--- config.mk ---
export PLATFORM = sky130hd
export DESIGN_NAME = clock_enable_manager
export DESIGN_NICKNAME = d
export VERILOG_FILES = /design/src/rtl/clock_enable_manager.sv
export SDC_FILE = /design/constraint.sdc
export NUM_CORES = 1
export LEC_CHECK = 0
export CORE_AREA = 3 3 141 129
export DETAILED_ROUTE_END_ITERATION = 12
export DIE_AREA = 0 0 144 132
export GPL_ROUTABILITY_DRIVEN = 0
export PLACE_DENSITY = 0.7
export SLEW_MARGIN = 10
export SYNTH_ARGS = -nofsm -noshare
export SYNTH_HDL_FRONTEND = slang
export SYNTH_SLANG_ARGS = --single-unit
--- constraint.sdc ---
create_clock -name i_clock -period 16.15 [get_ports i_clock]
set_input_delay 3.23 -clock i_clock [delete_from_list [all_inputs] [get_ports i_clock]]
set_output_delay 3.23 -clock i_clock [all_outputs]
set_load 0.05 [all_outputs]
--- src/rtl/clock_enable_manager.sv ---
// Lock-qualified clock-enable generator: NUM_CH phase-aligned programmable-ratio strobes.
// Optional lock-loss counter output enabled by defining CLOCK_ENABLE_MANAGER_LOSS_CNT_EN.
module clock_enable_manager #(
  parameter int NUM_CH    = 4,
  parameter int DIV_W     = 8,
  parameter int LOCK_WAIT = 16
`ifdef CLOCK_ENABLE_MANAGER_LOSS_CNT_EN
  , parameter int LOSS_CNT_W = 8
`endif
) (
  input  logic                    i_clock,
  input  logic                    i_reset,
  input  logic                    i_locked,
  input  logic [NUM_CH-1:0]       i_ch_en,
  input  logic [NUM_CH*DIV_W-1:0] i_div,
  input  logic [NUM_CH*DIV_W-1:0] i_phase,
  input  logic                    i_resync,
  output logic [NUM_CH-1:0]       o_ce,
  output logic                    o_valid,
  output logic [1:0]              o_state
`ifdef CLOCK_ENABLE_MANAGER_LOSS_CNT_EN
  , output logic [LOSS_CNT_W-1:0] o_loss_cnt
`endif
);

  localparam int TMR_W = (LOCK_WAIT > 1) ? $clog2(LOCK_WAIT) : 1;
  localparam logic [TMR_W-1:0] TMR_LAST = TMR_W'(LOCK_WAIT - 1);

  typedef enum logic [1:0] {
    ST_RESET     = 2'd0,
    ST_WAIT_LOCK = 2'd1,
    ST_RUN       = 2'd2
  } state_t;

  state_t           state_q, state_d;
  logic [TMR_W-1:0] timer_q, timer_d;
  logic [1:0]       sync_q, sync_d;
  logic             valid_q, valid_d;
  logic             lock_s;
  logic             run_entry, run_stay, run_next;

  assign sync_d = {sync_q[0], i_locked};
  assign lock_s = sync_q[1];

  always_comb begin
    state_d = state_q;
    timer_d = timer_q;
    case (state_q)
      ST_RESET: begin
        state_d = ST_WAIT_LOCK;
        timer_d = '0;
      end
      ST_WAIT_LOCK: begin
        if (lock_s) begin
          if (timer_q == TMR_LAST) state_d = ST_RUN;
          else                     timer_d = timer_q + TMR_W'(1);
        end else begin
          timer_d = '0;
        end
      end
      ST_RUN: begin
        if (!lock_s) begin
          state_d = ST_WAIT_LOCK;
          timer_d = '0;
        end
      end
      default: begin
        state_d = ST_RESET;
        timer_d = '0;
      end
    endcase
    // Reset wins over every lock/resync event in the same cycle.
    if (i_reset) begin
      state_d = ST_RESET;
      timer_d = '0;
    end
  end

  assign run_next  = (state_d == ST_RUN);
  assign run_entry = (state_q != ST_RUN) && run_next;
  assign run_stay  = (state_q == ST_RUN) && run_next;
  assign valid_d   = run_next;

  always_ff @(posedge i_clock) begin
    if (i_reset) begin
      state_q <= ST_RESET;
      timer_q <= '0;
      sync_q  <= '0;
      valid_q <= 1'b0;
    end else begin
      state_q <= state_d;
      timer_q <= timer_d;
      sync_q  <= sync_d;
      valid_q <= valid_d;
    end
  end

  assign o_valid = valid_q;
  assign o_state = state_q;

  genvar gi;
  for (gi = 0; gi < NUM_CH; gi++) begin : g_ch
    logic [DIV_W-1:0] div_q, div_d, phase_q, phase_d, cnt_q, cnt_d;
    logic [DIV_W-1:0] d_cur, d_nxt, p_nxt;
    logic             ce_q, ce_d, reload;

    // Settings only change at period boundaries, so a strobe never lands mid-period.
    always_comb begin
      d_cur   = (div_q == '0) ? DIV_W'(1) : div_q;
      reload  = run_entry || (run_stay && (i_resync || (cnt_q == d_cur - DIV_W'(1))));
      div_d   = div_q;
      phase_d = phase_q;
      cnt_d   = '0;
      if (reload) begin
        div_d   = i_div[gi*DIV_W +: DIV_W];
        phase_d = i_phase[gi*DIV_W +: DIV_W];
      end else if (run_stay) begin
        cnt_d = cnt_q + DIV_W'(1);
      end
      d_nxt = (div_d == '0) ? DIV_W'(1) : div_d;
      p_nxt = (phase_d >= d_nxt) ? d_nxt - DIV_W'(1) : phase_d;
      ce_d  = run_next && i_ch_en[gi] && (cnt_d == p_nxt);
    end

    always_ff @(posedge i_clock) begin
      if (i_reset) begin
        div_q   <= '0;
        phase_q <= '0;
        cnt_q   <= '0;
        ce_q    <= 1'b0;
      end else begin
        div_q   <= div_d;
        phase_q <= phase_d;
        cnt_q   <= cnt_d;
        ce_q    <= ce_d;
      end
    end

    assign o_ce[gi] = ce_q;
  end

`ifdef CLOCK_ENABLE_MANAGER_LOSS_CNT_EN
  logic [LOSS_CNT_W-1:0] loss_cnt_q, loss_cnt_d;

  always_comb begin
    loss_cnt_d = loss_cnt_q;
    if ((state_q == ST_RUN) && (state_d == ST_WAIT_LOCK) && (loss_cnt_q != '1))
      loss_cnt_d = loss_cnt_q + LOSS_CNT_W'(1);
  end

  always_ff @(posedge i_clock) begin
    if (i_reset) loss_cnt_q <= '0;
    else         loss_cnt_q <= loss_cnt_d;
  end

  assign o_loss_cnt = loss_cnt_q;
`else
  // No loss counter in this build; all other behaviour is unchanged.
`endif

endmodule

==> results of run 1 <==
[kinds of logic after synthesis]
| group | Yosys count | share of synthesized area [%] |
|---|---|---|
| xor+xnor | 108 | 11.34 |
| simple gates | 382 | 23.02 |
| buf+inv | 94 | 4.696 |
| mux | 90 | 11.34 |
| flops | 109 | 26.17 |
| fa+ha+maj | 45 | 6.752 |
| compound gates | 201 | 16.68 |
[critical path, stage by stage]
cell and delay [ns]:
sky130_fd_sc_hd__buf_2 0.07, sky130_fd_sc_hd__buf_4 0.59, sky130_fd_sc_hd__nor2b_1 0.18, sky130_fd_sc_hd__nand2_1 0.67, sky130_fd_sc_hd__clkinv_1 0.97, sky130_fd_sc_hd__o21ai_4 0.68, sky130_fd_sc_hd__mux2_2 0.43, sky130_fd_sc_hd__ha_1 0.29
sky130_fd_sc_hd__a2111oi_0 0.56, sky130_fd_sc_hd__nor2b_1 0.19, sky130_fd_sc_hd__o21ai_0 0.08, sky130_fd_sc_hd__nand2_1 0.62, sky130_fd_sc_hd__mux2i_1 0.30, sky130_fd_sc_hd__xor2_1 0.09, sky130_fd_sc_hd__mux2_2 0.26, sky130_fd_sc_hd__a211o_1 0.26
sky130_fd_sc_hd__or4_1 0.39, sky130_fd_sc_hd__nor3_1 0.17
[state kept, by name (all words and copies together), names as in the netlist]
name and flops:
g_ch.cnt_q 32, g_ch.phase_q 32, sync_q 2, o_valid 1, o_state 2, timer_q 4, g_ch.ce_q 4, g_ch.div_q 32
[area by class of cell]
type,count,area (um^2)
tap,211,264.0
multi-input combinational,826,5787
clock inverter,7,88.84
inverter,38,142.6
sequential,109,2182
timing repair buffer,85,828.3
clock buffer,9,225.2
fill,1574,7317
[cell usage after synthesis, drive strengths merged (4+ instances only)]
| cell | number |
|---|---|
| a2111oi | 6 |
| a211oi | 10 |
| a21boi | 4 |
| a21o | 9 |
| a21oi | 44 |
| a221oi | 4 |
| a31oi | 9 |
| and2 | 4 |
| and3 | 11 |
| buf | 19 |
| clkbuf | 37 |
| dfxtp | 109 |
| ha | 45 |
| inv | 37 |
| mux2 | 26 |
| mux2i | 64 |
| nand2 | 53 |
| nand2b | 16 |
| nand3 | 38 |
| nand4 | 11 |
| nor2 | 136 |
| nor2b | 29 |
| nor3 | 27 |
| nor3b | 7 |
| nor4 | 16 |
| o211a | 4 |
| o211ai | 12 |
| o21a | 5 |
| o21ai | 47 |
| o22ai | 5 |
| o41ai | 8 |
| or3 | 7 |
| or4 | 15 |
| xnor2 | 50 |
| xor2 | 58 |
[routing by layer]
| metal | vias up | track usage (%) | part of all wire, % |
|---|---|---|---|
| met5 | - | 0 | 0 |
| li1 | 3781 | - | - |
| met3 | 25 | 3.917 | 5.8 |
| met1 | 3617 | 34.40 | 49 |
| met2 | 216 | 35.01 | 44 |
| met4 | 0 | 5.387 | 1.5 |
[power groups by stage]
stage	clock [mW]	combinational, mW	sequential [mW]
2_1_floorplan	0	0.00884	0.276
3_3_place_gp	0	0.0357	0.276
3_5_place_dp	0	0.0356	0.276
4_1_cts	0.247	0.0358	0.269
5_1_grt	0.256	0.0384	0.269
6_report	0.241	0.0360	0.269
[through the flow]
stage                     power [mW]  instances  setup slack, ns  area, um^2
after floorplan               0.2848       1029            8.449        8339
after global placement        0.3113       1269            6.273        9204
after detailed placement      0.3112       1269            6.052        9204
after CTS                     0.5521       1285            6.414        9518
after global routing          0.5632       1285            5.852        9518
final                         0.5460       1285            6.348        9518
[path summary, 6_finish.rpt]
check / endpoint / depth (start not counted) / startpoint
hold reg to reg: sync_q[1]$_SDFF_PP0_ / 1 / sync_q[0]$_SDFF_PP0_
setup / recovery: g_ch[2].ce_q$_SDFF_PP0_ / 18 / i_reset
setup reg to reg: g_ch[2].ce_q$_SDFF_PP0_ / 17 / timer_q[0]$_SDFFE_PP0P_
hold / removal: sync_q[1]$_SDFF_PP0_ / 1 / sync_q[0]$_SDFF_PP0_
==> results summary, run 1 <==
Each instance of the synthesized netlist takes up on average just over 8 um^2. For this run, the top clock speed supported by timing is between 0.1 and 0.15 GHz. The number of gates given a new drive strength after cts is 0. In the layout the commonest cells are sky130_fd_sc_hd__nor2_1 (135), sky130_fd_sc_hd__dfxtp_1 (109), sky130_fd_sc_hd__clkdlybuf4s50_1 (77). The length of the first detailed-routing pass in iterations is 5. Once detailed placement completed, the half-perimeter wirelength came to 16,730 um. From synthesis to final layout, the design area changed by 14.13%. The vertical extent of the die is 132 um.

Max-cap violations in this run came to 0. The Yosys step of the flow raised 0 warnings. By area the synthesized netlist is led by sky130_fd_sc_hd__dfxtp_1 (26%), sky130_fd_sc_hd__mux2i_1 (7.6%), sky130_fd_sc_hd__ha_1 (6.8%), sky130_fd_sc_hd__nor2_1 (6.1%), sky130_fd_sc_hd__xor2_1 (6.1%). The required time of the worst setup path is about 16 ns.

The combined area of all synthesized cells is 8339 um^2. The total of hold buffers inserted after clock tree synthesis is 0. The relative contribution of combinational cells to total power came out at 6.6%. The pin count of the biggest net entering global routing is just over 70. The die area is 19,010 um^2. The global-route usage over all layers is a little under a quarter. The master cell of the clock root buffer is sky130_fd_sc_hd__clkbuf_16. The via count of the first global-routing pass came to slightly above 7,000.

Headroom to the max-slew limit came out at between 30% and 40%. In this run, synthesis produced a sequential element count of around 110. The core footprint came out at 16,830 um^2. The number of input and output port buffers inserted came out at about 80. The number of enable-type register cells in the synthesized netlist is 0. Synthesis handed over a netlist of 1,029 instances. For this design the ratio of total power to cell area is 57.36 nW/um^2.

The smallest hold slack came out at 0.4418 ns. The clock insertion delay at the later pin of the skew report came out at 0.37 ns. The post-layout utilization of the core is between 50% and 60%. The global-route wire length before repair is ~36,000 um. The flow ran to the end, and the final reports show no timing, DRC or antenna violations.

The H-tree was split into 3 levels. The synthesized design spends more area on one cell type than any other, namely sky130_fd_sc_hd__dfxtp_1. After clock tree synthesis, the clock-pin slew on the worst setup and hold paths is 0.08 ns. The library cell used most frequently in the layout, excluding fill and tap cells, is sky130_fd_sc_hd__nor2_1. The ratio of cells with drive above 1 in the final layout came out at ~6.1%.

In the routed layout, each cell is associated on average with a via count of around 5.9. The buffer depth of the longest clock path came out at 2. The min-delay analysis places its worst path in the category reg2reg. The net count reported at finish came out at 1,186.

The horizontal die dimension came out at approximately 140 um. The worst clock skew on the final layout came out at 0.007672 ns. The nature of the critical path startpoint is an input pin.

In the final routed layout, each cell accounts on average for 17.16 um. The antenna diode count came out at 0. The area share of the largest cell type after synthesis came out at 26.17%.

VDD sags by at most 0.04511 mV. After routing, the total negative slack on setup checks comes to 0 ns. Sequential elements use approximately a quarter of the synthesized area. The number of routed nets with antenna violations came out at 0. The portion of total power attributed to the clock network is 44.1%.

The effective utilization at floorplan is 49.54%. For the pin with the worst max-slew slack, the measured transition is 0.9907 ns. In this run the register-to-register setup slack is 9.27 ns.

Sequential cells burn 49.3% of the power. The setup-violating endpoint count in the final report came out at 0. After synthesis, the netlist uses just under 80 different library cells. The leakage dissipation came out at 4.115 nW. The overflow left after global routing is 0. The floorplan has 45 rows. The TritonCTS buffer count is 9. TritonCTS built the clock tree.

The number of nets handed over by synthesis was between 1,000 and 1,500. The class of the most critical setup path is in2reg. The final critical path takes up 60.70% of the cycle. The final hold violation count is 0. The switching power came out at approximately 0.13 mW. The CTS sink count is ~110. After clock tree synthesis, the setup repair step added 0 buffers. The maximum net fanout on the critical path is 70. Among all flip-flop cells after synthesis, the most frequent one is sky130_fd_sc_hd__dfxtp_1. The initial antenna violation count is 0. The post-route minimum period came out at 9.802 ns.

Summing over every cut layer, the via total after detailed routing is between 7,000 and 8,000. The number of max-slew violations in the final report is 0. For this block, the initial DRC count from the detailed router was 637. The share of synthesized flip-flops with an asynchronous set or reset came out at 0%. The switching power share of the total is between 20 and 25%. The data arrival time of the worst path came out at 10.09 ns. The final wirelength is 22,060 um. The remaining design rule violation count is 0.

The internal power of the cells totals between 0.4 and 0.5 mW. STA classifies the critical path endpoint as a flop. Setup repair after global routing left no endpoint under its margin.

The I/O pin count is 79.
(Power assumes the default switching activity.)
==> run 2, diff against run 1 <==
- clock period: 16.15 -> 9.5 ns (I/O delays scaled with it)
==> results summary, run 2 (same netlist as run 1, synthesis figures left out) <==
The run finished with clean final reports. The final hold violation count came out at 0 (unchanged). The class of the most critical setup path is in2reg. The class of the most critical hold timing path is reg2reg.

The worst slack at placement came out at 2.169 ns (-3.884 ns). The worst register-to-register path ends at g_ch[0].ce_q$_SDFF_PP0_. Clock tree synthesis selected as its root buffer the cell sky130_fd_sc_hd__clkbuf_16.

Setup repair after global routing left no endpoint under its margin. The leakage dissipation was 4.106 nW (-0.22%). The number of placed instances with taps included is 1,270 (+0.079%).

The remaining design rule violation count came out at 0 (unchanged). The buffer depth of the longest clock path came to 2 (unchanged). The initial antenna violation count is 0 (unchanged). The overall via count from detail_route is 7,548 (-1.2%).

TritonCTS built the clock tree. The average wire per standard cell is 16.72 um (-2.6%). Tracing the worst setup path back leads to its startpoint at i_resync. The origin of the critical flop-to-flop path is g_ch[0].div_q[2]$_SDFF_PP0_. The depth of the most critical reg-to-reg path came to 23 (+6).

The instance area at placement is 9211 um^2 (about the same). The horizontal die dimension was 144 um (unchanged). The final wirelength was 21,500 um (-2.5%).

The critical path ends at g_ch[2].ce_q$_SDFF_PP0_. The aggregate negative setup slack came out at 0 ns (unchanged). The worst slew slack as a fraction of its limit was 33.65% (+0.15 points). The core footprint is 16,830 um^2 (unchanged).

The portion of total power attributed to the clock network is 41.4% (-2.7 points). The number of routed nets with antenna violations was 0 (unchanged). The length of the first detailed-routing pass in iterations came out at 5 (unchanged). The via count of the first global-routing pass is 7,057 (+0.20%).

The ratio of cells with drive above 1 in the final layout was 6.047% (about the same). Leaving out fill and tap cells, the most frequent cell in the layout is sky130_fd_sc_hd__nor2_1. In the final layout, the registers with the most flip-flops are g_ch.cnt_q (32), g_ch.div_q (32), g_ch.phase_q (32). The CTS H-tree depth is 3 (unchanged). The HPWL after detailed placement came out at 16,200 um (-3.2%). The TritonCTS buffer count came out at 9 (unchanged).

The setup-violating endpoint count in the final report came to 0 (unchanged). The post-layout utilization of the core is 56.34% (-0.19 points). The global-route wire length before repair is 35,810 um (-0.86%).

The switching power came out at 0.2121 mW (+60%). The number of buffers added for setup after CTS came out at 0 (unchanged). The internal portion of total power is 0.6712 mW (+63%). The overflow left after global routing came out at 0 (unchanged). The count of fill cells added during filler insertion is 1,577 (+0.19%). The worst clock skew on the final layout came out at 0.008014 ns (+0.0003415 ns). The total of hold buffers inserted after clock tree synthesis is 0 (unchanged). STA classifies the critical path endpoint as a flop.

The max capacitance violation total came out at 0 (unchanged). The maximum frequency from static timing analysis is 0.1429 GHz. The maximum net fanout on the critical path came to 25 (-64%). The clock-pin slew reported for the worst setup and hold paths after clock tree synthesis came out at 0.08 ns (about the same). The post-route minimum period came out at about 7.0 ns. The switching power share of the total is 24.01% (-0.34 points). The data arrival time of the worst path was 7.28 ns (-2.81 ns).

The I/O pin count is 79 (unchanged). The final worst slack is 2.500 ns (-3.848 ns). The vertical extent of the die is 132 um (unchanged). The number of design-rule violations left by the first detailed-router iteration came to 532 (-16%). In the layout the commonest cells are sky130_fd_sc_hd__nor2_1 (135), sky130_fd_sc_hd__dfxtp_1 (109), sky130_fd_sc_hd__clkdlybuf4s50_1 (77). The CTS sink count came out at 109 (unchanged). The average vias per placed instance was 5.869 (-1.3%).

The global-route usage over all layers came out at 22.81% (-0.37 points). The clock insertion delay at the later pin of the skew report is 0.36 ns (about the same). The multi-input logic area is 5787 um^2 (unchanged).

The antenna diode count came out at 0 (unchanged). The standard-cell row count is 45 (unchanged). The layout overhead on the synthesized area came out at 13.74%. The register area is 2182 um^2 (unchanged). The net count reported at finish came out at 1,187 (+0.084%). The number of gates given a new drive strength after cts is 0 (unchanged). The effective utilization at floorplan is 49.54% (unchanged).

The minimum setup slack among reg-to-reg paths came out at 2.87 ns (-6.40 ns). The number of input and output port buffers inserted is 78 (unchanged). The relative contribution of combinational cells to total power was 6.8% (+0.2 points). The proportion of power drawn by flip-flops and latches came out at 51.8% (+2.5 points). STA classifies the critical path startpoint as an input pin. The required time of the worst setup path came to 9.78 ns (-6.66 ns). The number of max-slew violations in the final report is 0 (unchanged). The die area is 19,010 um^2 (unchanged). The peak supply drop is 0.08149 mV (+81%). The total power divided by cell area was 93.12 nW/um^2 (+62%).

The fraction of the cycle the final worst path needs came out at 73.68%. The pin count of the biggest net entering global routing is 70 (-1.4%). The final instance area came out at 9485 um^2 (-0.34%). The post-route non-filler standard cell count came out at 1,286 (+0.078%).

The transition time of the tightest slew-check pin came out at 0.9886 ns (-0.002188 ns).
-- run 2: changes by cell type in the layout (fill, tap and decap cells not counted) --
| cell | before | now |
|---|---|---|
| sky130_fd_sc_hd__clkinvlp_4 | 1 | 0 |
| sky130_fd_sc_hd__buf_4 | 7 | 8 |
| sky130_fd_sc_hd__inv_6 | 1 | 3 |
| sky130_fd_sc_hd__clkbuf_1 | 0 | 1 |
| sky130_fd_sc_hd__bufinv_16 | 1 | 0 |
| sky130_fd_sc_hd__clkinv_2 | 0 | 2 |
| sky130_fd_sc_hd__inv_8 | 3 | 0 |
-- run 2: how the worst min path moves through the flow --
stage | from | endpoint | slack (ns) | cells past startpoint
6_report | sync_q[0]$_SDFF_PP0_ | sync_q[1]$_SDFF_PP0_ | 0.45 | 1
5_1_grt | sync_q[0]$_SDFF_PP0_ | sync_q[1]$_SDFF_PP0_ | 0.48 | 1
4_1_cts | sync_q[0]$_SDFF_PP0_ | sync_q[1]$_SDFF_PP0_ | 0.45 | 1
3_5_place_dp | sync_q[0]$_SDFF_PP0_ | sync_q[1]$_SDFF_PP0_ | 0.43 | 1
3_3_place_gp | sync_q[0]$_SDFF_PP0_ | sync_q[1]$_SDFF_PP0_ | 0.43 | 1
2_1_floorplan | sync_q[0]$_SDFF_PP0_ | sync_q[1]$_SDFF_PP0_ | 0.41 | 1
-- run 2: power by group through the flow --
stage               Clock (mW)  Sequential, mW  Combinational, mW
detailed placement           0           0.469             0.0596
floorplan                    0           0.469             0.0150
global route             0.392           0.458             0.0646
finish                   0.365           0.458             0.0601
global placement             0           0.469             0.0598
CTS                      0.378           0.458             0.0599
-- run 2: metrics by stage --
stage	total power [mW]	hold slack [ns]
2_1_floorplan	0.4841	0.4138
3_3_place_gp	0.5283	0.4270
3_5_place_dp	0.5281	0.4306
4_1_cts	0.8958	0.4504
5_1_grt	0.9145	0.4780
6_report	0.8833	0.4486
-- run 2: cell type report --
| type | instances | share of cell area (%) |
|---|---|---|
| clock buffer | 10 | 2.414 |
| clock inverter | 6 | 0.4749 |
| inverter | 38 | 1.504 |
| multi-input combinational | 826 | 61.01 |
| sequential | 109 | 23.00 |
| tap | 211 | 2.783 |
| timing repair buffer | 86 | 8.812 |
-- run 2: worst max-delay path: stages --
cell	delay, ns
sky130_fd_sc_hd__clkdlybuf4s50_1	0.46
sky130_fd_sc_hd__nand2b_1	0.45
sky130_fd_sc_hd__o21ai_4	0.85
sky130_fd_sc_hd__mux2_2	0.43
sky130_fd_sc_hd__ha_1	0.29
sky130_fd_sc_hd__a2111oi_0	0.53
sky130_fd_sc_hd__nor2b_1	0.19
sky130_fd_sc_hd__o21ai_0	0.09
sky130_fd_sc_hd__nand2_1	0.60
sky130_fd_sc_hd__mux2i_1	0.29
sky130_fd_sc_hd__xor2_1	0.09
sky130_fd_sc_hd__mux2_2	0.27
sky130_fd_sc_hd__a211o_1	0.26
sky130_fd_sc_hd__or4_1	0.39
sky130_fd_sc_hd__nor3_1	0.18
-- run 2: per-layer routing --
layer	wire, um	vias up	GRT usage [%]
met4	280	0	3.923
met1	10260	3511	33.02
met3	1235	26	4.353
met5	0	-	0
li1	-	3778	-
met2	9730	233	35.70
==> run 3, diff against run 2 <==
- PLACE_DENSITY: 0.7 -> 0.73
- clock period: 9.5 -> 5.9 ns (I/O delays scaled with it)
==> results summary, run 3 (same netlist as run 1, synthesis figures left out) <==
The run finished with clean final reports. The remaining design rule violation count came out at 0 (unchanged). The worst slew slack as a fraction of its limit is 46.74% (+13 points). The effective utilization at floorplan is 49.54% (unchanged). The cell count of the worst hold path is 1 (unchanged). The final wirelength was 21,970 um (+2.2%). Among all stages on the critical path, the largest delay is contributed by sky130_fd_sc_hd__or4_1. The pin count of the biggest net entering global routing is 70 (unchanged). The area growth from synthesis to layout is 17.75%.

The average wire per standard cell is 16.71 um (about the same). The smallest hold slack is 0.4422 ns (-0.006395 ns). The peak supply drop came to 0.1565 mV (+92%).

The standard-cell row count came to 45 (unchanged). The post-route non-filler standard cell count is 1,315 (+2.3%). The length of the first detailed-routing pass in iterations is 5 (unchanged). The maximum frequency from static timing analysis is around 0.18 GHz. The minimum setup slack among reg-to-reg paths came out at 0.35 ns (-2.52 ns). The worst register-to-register path begins at g_ch[1].div_q[1]$_SDFF_PP0_. The ratio of cells with drive above 1 in the final layout is 10.05% (+4.0 points).

The number of input and output port buffers inserted is 78 (unchanged). The commonest non-fill, non-tap cell in the layout is sky130_fd_sc_hd__nor2_1. The global-route usage over all layers came out at 23.21% (+0.41 points). The number of placed instances with taps included was 1,300 (+2.4%). The CTS H-tree depth is 3 (unchanged).

The worst slack at placement came out at 0.1280 ns (-2.041 ns). The number of gates given a new drive strength after cts is 0 (unchanged). The cell sitting at the root of the clock tree is a sky130_fd_sc_hd__clkbuf_16. The TritonCTS buffer count came out at 9 (unchanged). The largest registers in the layout are g_ch.cnt_q (32), g_ch.div_q (32), g_ch.phase_q (32). The initial antenna violation count is 0 (unchanged). The worst hold path terminates at sync_q[1]$_SDFF_PP0_. The vertical extent of the die came out at 132 um (unchanged). In this run the most critical hold path is launched from sync_q[0]$_SDFF_PP0_. The transition time of the tightest slew-check pin came out at 0.7990 ns (-0.1896 ns). The data arrival time of the worst path is 5.82 ns (-1.46 ns). The path class of the tightest hold or removal check is reg2reg. The final instance area is 9819 um^2 (+3.5%).

The global-route wire length before repair is 36,680 um (+2.4%). The net count reported at finish came out at 1,217 (+2.5%). The buffer depth of the longest clock path is 2 (unchanged).

The post-route minimum period is 5.547 ns. The total of hold buffers inserted after clock tree synthesis came out at 0 (unchanged). The reg-to-reg critical path endpoint is g_ch[1].ce_q$_SDFF_PP0_. The instance area at placement came to 9449 um^2 (+2.6%).

The number of design-rule violations left by the first detailed-router iteration came out at 647 (+22%). The max capacitance violation total is 0 (unchanged). The fraction of the cycle the final worst path needs came out at 94.02%. The final hold violation count is 0 (unchanged). The total power after layout is 1.469 mW (+66%).

The number of routed nets with antenna violations is 0 (unchanged). TritonCTS built the clock tree. The total power divided by cell area was 149.6 nW/um^2 (+61%). The post-layout utilization of the core came to 58.33% (+2.0 points). The number of max-slew violations in the final report is 0 (unchanged). The horizontal die dimension came out at 144 um (unchanged). The maximum net fanout on the critical path is 14 (-44%). The antenna diode count is 0 (unchanged). The final worst slack was 0.3528 ns (-2.147 ns). The die area is 19,010 um^2 (unchanged).

The via count of the first global-routing pass is 7,439 (+5.4%). The worst setup path is captured at a flop. The HPWL after detailed placement came out at 16,760 um (+3.5%).

The average vias per placed instance is 5.914 (+0.76%). The required time of the worst setup path was 6.17 ns (-3.61 ns). The leakage dissipation is 4.284 nW (+4.3%).

The depth of the most critical reg-to-reg path is 23 (unchanged). The I/O pin count is 79 (unchanged). The class of the most critical setup path is reg2reg.

The signal on the critical path passes through nor4_2 -> a21o_1 -> inv_1 -> ha_1 -> xor2_1 -> o221a_2 -> o211ai_1 -> a2111oi_4 -> a21oi_2 -> or4_1 -> nand2_1 -> inv_1 -> ha_1 -> nand2b_1 -> a31oi_1 -> o21ai_0 -> o41a_1 -> or3_1 -> o211ai_1 -> nor2_1 -> xnor2_1 -> o21ai_0 -> nor4_1. The worst clock skew on the final layout was 0.003961 ns (-0.004053 ns). STA classifies the critical path startpoint as a flop.

In the layout the commonest cells are sky130_fd_sc_hd__nor2_1 (134), sky130_fd_sc_hd__dfxtp_1 (105), sky130_fd_sc_hd__clkdlybuf4s50_1 (77). The clock insertion delay at the later pin of the skew report is 0.36 ns (about the same). The core footprint came to 16,830 um^2 (unchanged). The number of buffers added for setup after CTS is 0 (unchanged). The largest incremental delay on the critical path is 0.54 ns (-0.31 ns).

The CTS sink count is 109 (unchanged). The count of fill cells added during filler insertion is 1,484 (-5.9%). The overall via count from detail_route came out at 7,777 (+3.0%). The setup-violating endpoint count in the final report came out at 0 (unchanged). The aggregate negative setup slack is 0 ns (unchanged). The clock-pin slew reported for the worst setup and hold paths after clock tree synthesis is 0.07 ns (about the same). The overflow left after global routing was 0 (unchanged).
==> run 3: changes by cell type in the layout (fill, tap and decap cells not counted), sizes merged <==
cell,change
clkinvlp,+1
clkinv,-1
bufinv,+1
buf,+30
inv,-2
==> run 3: worst max path at each step <==
stage,startpoint,to,depth (start not counted)
floorplan,g_ch[1].div_q[5]$_SDFF_PP0_,g_ch[1].ce_q$_SDFF_PP0_,24
global placement,g_ch[2].div_q[4]$_SDFF_PP0_,g_ch[2].ce_q$_SDFF_PP0_,22
detailed placement,g_ch[2].div_q[4]$_SDFF_PP0_,g_ch[2].ce_q$_SDFF_PP0_,23
CTS,g_ch[2].div_q[4]$_SDFF_PP0_,g_ch[2].ce_q$_SDFF_PP0_,23
global route,g_ch[2].div_q[4]$_SDFF_PP0_,g_ch[2].ce_q$_SDFF_PP0_,23
finish,g_ch[1].div_q[1]$_SDFF_PP0_,g_ch[1].ce_q$_SDFF_PP0_,23
==> run 3: cell type report <==
type | instances | area [um^2] | area share (%)
multi-input cells | 826 | 5853 | 59.61
well taps | 211 | 264.0 | 2.689
clock inverters | 5 | 60.06 | 0.6116
inverters | 38 | 142.6 | 1.453
clock buffers | 10 | 239.0 | 2.434
repair buffers | 116 | 1074 | 10.93
flip-flops and latches | 109 | 2187 | 22.27
==> run 3: power by group <==
| group | internal [mW] | total (mW) | switching (mW) |
|---|---|---|---|
| Sequential | 0.736 | 0.737 | 0.000946 |
| Combinational | 0.0539 | 0.0977 | 0.0438 |
| Clock | 0.341 | 0.634 | 0.294 |
==> run 3: worst max-delay path, delay by kind of cell (launching register included) <==
| kind | cells | cell delay (ns) |
|---|---|---|
| AOI/OAI and AO/OA | 10 | 2.13 |
| and+or+nand+nor | 7 | 1.93 |
| adders and majority gates | 2 | 0.56 |
| DFF | 1 | 0.37 |
| xor gates and xnor gates | 2 | 0.34 |
| buffers and inverters | 2 | 0.13 |
==> run 3: layer usage <==
layer	up-vias	wire (um)	GRT usage [%]
li1	3844	-	-
met1	3668	10490	33.53
met2	239	9940	36.04
met3	26	1249	3.772
met4	0	295	5.753
met5	-	0	0
